File: config.mk
export PLATFORM = sky130hd
export DESIGN_NAME = grf_wb_arbiter
export DESIGN_NICKNAME = d
export VERILOG_FILES = /design/src/rtl/grf_wb_arbiter.sv
export SDC_FILE = /design/constraint.sdc
export NUM_CORES = 1
export LEC_CHECK = 0
export ABC_AREA = 1
export ABC_CLOCK_PERIOD_IN_PS = 12100
export BUFFER_PORTS_ARGS = -buffer_cell sky130_fd_sc_hd__buf_4
export CAP_MARGIN = 20
export CORE_MARGIN = 1.5
export CORE_UTILIZATION = 50
export CTS_CLUSTER_DIAMETER = 50
export CTS_CLUSTER_SIZE = 12
export DETAILED_ROUTE_END_ITERATION = 16
export MAX_ROUTING_LAYER = met4
export PLACE_DENSITY = 0.82
export SYNTH_ARGS = -nofsm -noshare
export SYNTH_HDL_FRONTEND = slang
export SYNTH_SLANG_ARGS = --single-unit
File: constraint.sdc
create_clock -name clk -period 12.1 [get_ports clk]
set_clock_uncertainty 0.05 [all_clocks]
set_input_delay 0 -clock clk [delete_from_list [all_inputs] [get_ports clk]]
set_output_delay 0 -clock clk [all_outputs]
set_load 0.05 [all_outputs]
File: src/rtl/grf_wb_arbiter.sv
// Purpose: merges main-pipeline W-stage writes and buffered MDU results onto the single GRF write port.
// Latency: pipeline write appears on A3/WD/PC one edge after request; an MDU write needs at least 2 edges (push, then pop).
// Backpressure: pipeline is never stalled; MDU is held off through mdu_ready when the write buffer is full.
//
// Ports:
//   clk, reset              - rising-edge clock, synchronous active-low reset
//   pipe_valid/a3/wd/pc     - pipeline write request (a3==0 means no write)
//   mdu_valid/ready/a3/wd/pc- MDU write request, valid/ready handshake into the buffer
//   q_addr, q_hit           - hazard query: does any buffered MDU write target q_addr
//   count                   - number of buffered MDU writes
//   A3, WD, PC              - registered GRF write port (A3==0 means no write)
module grf_wb_arbiter #(
  parameter int DEPTH = 4
) (
  input  logic                     clk,
  input  logic                     reset,
  input  logic                     pipe_valid,
  input  logic [4:0]               pipe_a3,
  input  logic [31:0]              pipe_wd,
  input  logic [31:0]              pipe_pc,
  input  logic                     mdu_valid,
  output logic                     mdu_ready,
  input  logic [4:0]               mdu_a3,
  input  logic [31:0]              mdu_wd,
  input  logic [31:0]              mdu_pc,
  input  logic [4:0]               q_addr,
  output logic                     q_hit,
  output logic [$clog2(DEPTH):0]   count,
  output logic [4:0]               A3,
  output logic [31:0]              WD,
  output logic [31:0]              PC
);

  localparam int AW = $clog2(DEPTH);
  localparam int CW = AW + 1;

  typedef struct packed {
    logic [4:0]  a3;
    logic [31:0] wd;
    logic [31:0] pc;
  } wb_ent_t;

  wb_ent_t       mem [DEPTH];
  wb_ent_t       head;
  logic [AW-1:0] rd_ptr;
  logic [AW-1:0] wr_ptr;
  logic [AW-1:0] off;
  logic          pipe_live;
  logic          pop;
  logic          push;

  // A pipeline request with a3==0 carries no write and lets the buffer drain.
  assign pipe_live = pipe_valid && (pipe_a3 != 5'd0);
  assign pop       = !pipe_live && (count != '0);

  // Ready looks only at the registered count, never at a same-cycle pop,
  // so there is no combinational path from pipe_valid to mdu_ready.
  assign mdu_ready = reset && (count < CW'(DEPTH));

  // Writes to r0 complete the handshake but are dropped.
  assign push = mdu_valid && mdu_ready && (mdu_a3 != 5'd0);

  assign head = mem[rd_ptr];

  // An entry is live if its distance from the read pointer is below count;
  // popped slots keep stale data and must not produce a hit.
  always_comb begin
    q_hit = 1'b0;
    off   = '0;
    for (int i = 0; i < DEPTH; i++) begin
      off = AW'(i) - rd_ptr;
      if ((q_addr != 5'd0) && ({1'b0, off} < count) && (mem[i].a3 == q_addr)) begin
        q_hit = 1'b1;
      end
    end
  end

  // Storage needs no reset: liveness is governed entirely by the pointers and count.
  always_ff @(posedge clk) begin
    if (push) begin
      mem[wr_ptr] <= '{a3: mdu_a3, wd: mdu_wd, pc: mdu_pc};
    end
  end

  always_ff @(posedge clk) begin
    if (!reset) begin
      A3     <= 5'd0;
      WD     <= 32'd0;
      PC     <= 32'd0;
      rd_ptr <= '0;
      wr_ptr <= '0;
      count  <= '0;
    end else begin
      if (pipe_live) begin
        A3 <= pipe_a3;
        WD <= pipe_wd;
        PC <= pipe_pc;
      end else if (pop) begin
        A3     <= head.a3;
        WD     <= head.wd;
        PC     <= head.pc;
        rd_ptr <= rd_ptr + AW'(1);
      end else begin
        // Idle cycle: no write; WD/PC keep the last written values for the trace.
        A3 <= 5'd0;
      end

      // DEPTH is a power of two, so pointers wrap naturally.
      if (push) begin
        wr_ptr <= wr_ptr + AW'(1);
      end

      case ({push, pop})
        2'b10:   count <= count + CW'(1);
        2'b01:   count <= count - CW'(1);
        default: count <= count;
      endcase
    end
  end

endmodule
==> flow_summary.toml <==
[setup_path]
arrival_ns = 4.26
critPathKind = "in -> reg"
cp_cell_sequence = "dlygate4sd3_1 > buf_4 > nor2_1 > nand3_1 > nand2_4 > clkinv_1 > nor2_2 > ha_1 > inv_1 > fa_1 > a21oi_1 > o21ai_0 > xor2_1 > nor2_1"
crit_path_frequent_cell = "nor2_1"
ff2ff_path_depth = 4
crit_fanout = 57
endpoint_kind = "flop"
startpoint_type = "input pin"
critPathRequiredTime_ns = 12.44
worst_path_max_delay_cell = "clkinv_1"
slowest_delay_ns = 1.04

[status]
outcome = "finished clean"

[pwr]
vdd_drop_max_mv = 0.188
p_leak_nw = 7.80
power_density_nw_per_um2 = 213

[layout]
multiInputGateArea_sq_um = 4130
regArea_sq_um = 9860
drive_gt1_share_pct = 18.7
final.fill_count = 2044
layout.nets = 1912
syn2layout_area_growth_pct = 30.5

[detailed_routing]
wl_per_cell_um = 17.9
first_pass_iters = 5
drt_iter0_drc = 973
drcViolationCount = 0
antenna_left = 0
vias = 11808
drt-vias-per-instance = 5.44
routed_wl_um = 38900

[synth]
seq_area_frac_synth_pct = 66.9
synth_top_area_share_pct = 56.3
ys_warn_count = 0
synthTopCellsByArea = "edfxtp_1, dfxtp_1, nor2_1, nand2_1, o21ai_0"
synth-edff-count = 276
synth_top_area_cell = "edfxtp_1"
ys_ff_latch = 354
syn_avg_cell_area_sq_um = 10.3
syn-num-nets = 1586
async_flop_share_pct = 0
ys_top_cells_by_count = "edfxtp_1, nor2_1, nand2_1"
synth_cell_types = 27
synth.most_common_cell = "edfxtp_1"
synthCells = 1429
syn_area_sq_um = 14700
synthFlopType = "edfxtp_1"

[sta]
drv_slew = 0
setup_tns_ns = 0
rsz0062_at_grt = "no"
relSlewSlack_pct = 29.5
setup_viol = 0
finalHoldViolCount = 0
worst_slew_pin_slew_ns = 1.05
period_share_pct = 32.4
setup_slack_ns = 8.18
max_freq_mhz = 255
finalCriticalPeriod_ns = 3.92

[global_routing]
grt_overflow = 0
grt_use_total_pct = 25.9
grt_max_degree = 109
antenna_found_initial = 2
grt_pass1_vias = 12163
grt_pass1_wl_um = 60400

[clock_tree]
cts_inserted_buffers = 38
clock-sinks = 354
clockBufferDepth = 3
cts.htree.levels = 2
postCtsSetupBuffers = 0
clock_latency_ns = 0.51
cts_tree = "done"
clk_pin_slew_worst_paths_ns = 0.06
clk_root_buffer_cell = "clkbuf_16"

[place]
place_congestion = 0.893
dpl_worst_slack_ns = 8.24
port_buffers = 220
dp_hpwl_um = 20800

[floorplanning]
core_sq_um = 28900
row_count = 62
die_w_um = 175
ios = 221
start_util_pct = 51.0
die_h_um = 175
dieArea_sq_um = 30500

[flow_run]
max_cap_violations = 0

[min_path]
hold_depth = 3
hold_path_class = "in -> reg"
[cell families (layout without fill, tap and decap cells)]
family	Yosys count	in the layout	share of synthesized area, %
compound gates	237	237	8.06
xor+xnor	11	11	0.654
fa+ha+maj	10	10	0.901
buf+inv	178	532	5.29
flops	354	354	66.9
other cells	0	3	0
simple gates	639	639	18.2
[metal layers]
layer  global-route usage, %  share of wire (%)  vias up
li1                        -                  -     5472
met1                    29.2                 38     5644
met2                    45.1                 52      557
met3                    3.76                6.2      135
met4                    12.6                4.3        0
met5                       -                  0        -
[flip-flops by register name (all words and copies together) (netlist names), named ones only]
register / flops
mem: 276
PC: 32
WD: 32
A3: 5
count: 3
rd_ptr: 2
wr_ptr: 2
[worst paths after layout]
check / from / endpoint / slack (ns)
worst max-delay path: pipe_a3[3] / count[2] / 8.18
worst min-delay path: reset / PC[9] / 0.03
worst max register to register: count[2] / mem[2][33] / 8.84
worst min register to register: WD[25] / WD[25] / 0.48
[report_power, final]
| group | internal (W) | switching [W] | leakage [nW] | total (W) |
|---|---|---|---|---|
| Sequential | 0.00145 | 0.000132 | 3.15 | 0.00158 |
| Clock | 0.000643 | 0.000453 | 0.567 | 0.00110 |
| Combinational | 0.000440 | 0.000986 | 4.08 | 0.00143 |
| Total | 0.00253 | 0.00157 | 7.80 | 0.00410 |
[metrics by stage]
step                power (W)  cells  hold WS [ns]  instance area, sq um  util, %
global route          0.00430   2169        0.0394                 19200     66.5
CTS                   0.00406   2164        0.0157                 19100     66.3
floorplan             0.00256   1429        0.0489                 14700        -
finish                0.00410   2170        0.0320                 19200     66.6
global placement      0.00289   1955         0.149                 16500     57.3
detailed placement    0.00293   1956         0.152                 16600     57.4
[timing repair]
item	4_1_cts	5_1_grt
hold buffers	140	0
resized for setup	0	0
hold endpoints to repair	345	0
[cell usage in the layout (no fill, tap or decap), types with 2 or more instances in the layout]
master	netlist	routed
a21oi_1	53	53
buf_12	0	3
buf_4	20	229
clkbuf_1	37	17
clkbuf_16	0	41
clkbuf_8	0	3
clkinv_1	1	3
dfxtp_1	78	76
dfxtp_4	0	2
diode_2	0	3
dlygate4sd3_1	0	140
edfxtp_1	276	276
ha_1	9	9
inv_1	87	87
inv_2	2	2
inv_6	0	2
nand2_1	204	203
nand3_1	125	125
nand4_1	3	3
nor2_1	263	259
nor2_4	0	4
nor3_1	3	3
o21ai_0	134	134
o21ai_1	49	49
or2_2	38	38
xnor2_1	7	7
xor2_1	4	4
[area by class of cell]
cell class                 count  area share [%]
sequential                   354            51.3
multi-input combinational    897            21.5
timing repair buffer         373            16.7
clock buffer                  61            5.89
tap                          384            2.50
inverter                      91            1.79
clock inverter                 7           0.241
antenna                        3          0.0391
[critical path: cells and delay by family]
| kind | cells | cell delay [ns] |
|---|---|---|
| AO/OA/AOI/OAI | 2 | 0.25 |
| XOR/XNOR | 1 | 0.15 |
| adder cells (fa/ha/maj) | 2 | 0.61 |
| buffers and inverters | 4 | 1.79 |
| AND/OR/NAND/NOR | 5 | 1.42 |
(Power assumes the default switching activity.)
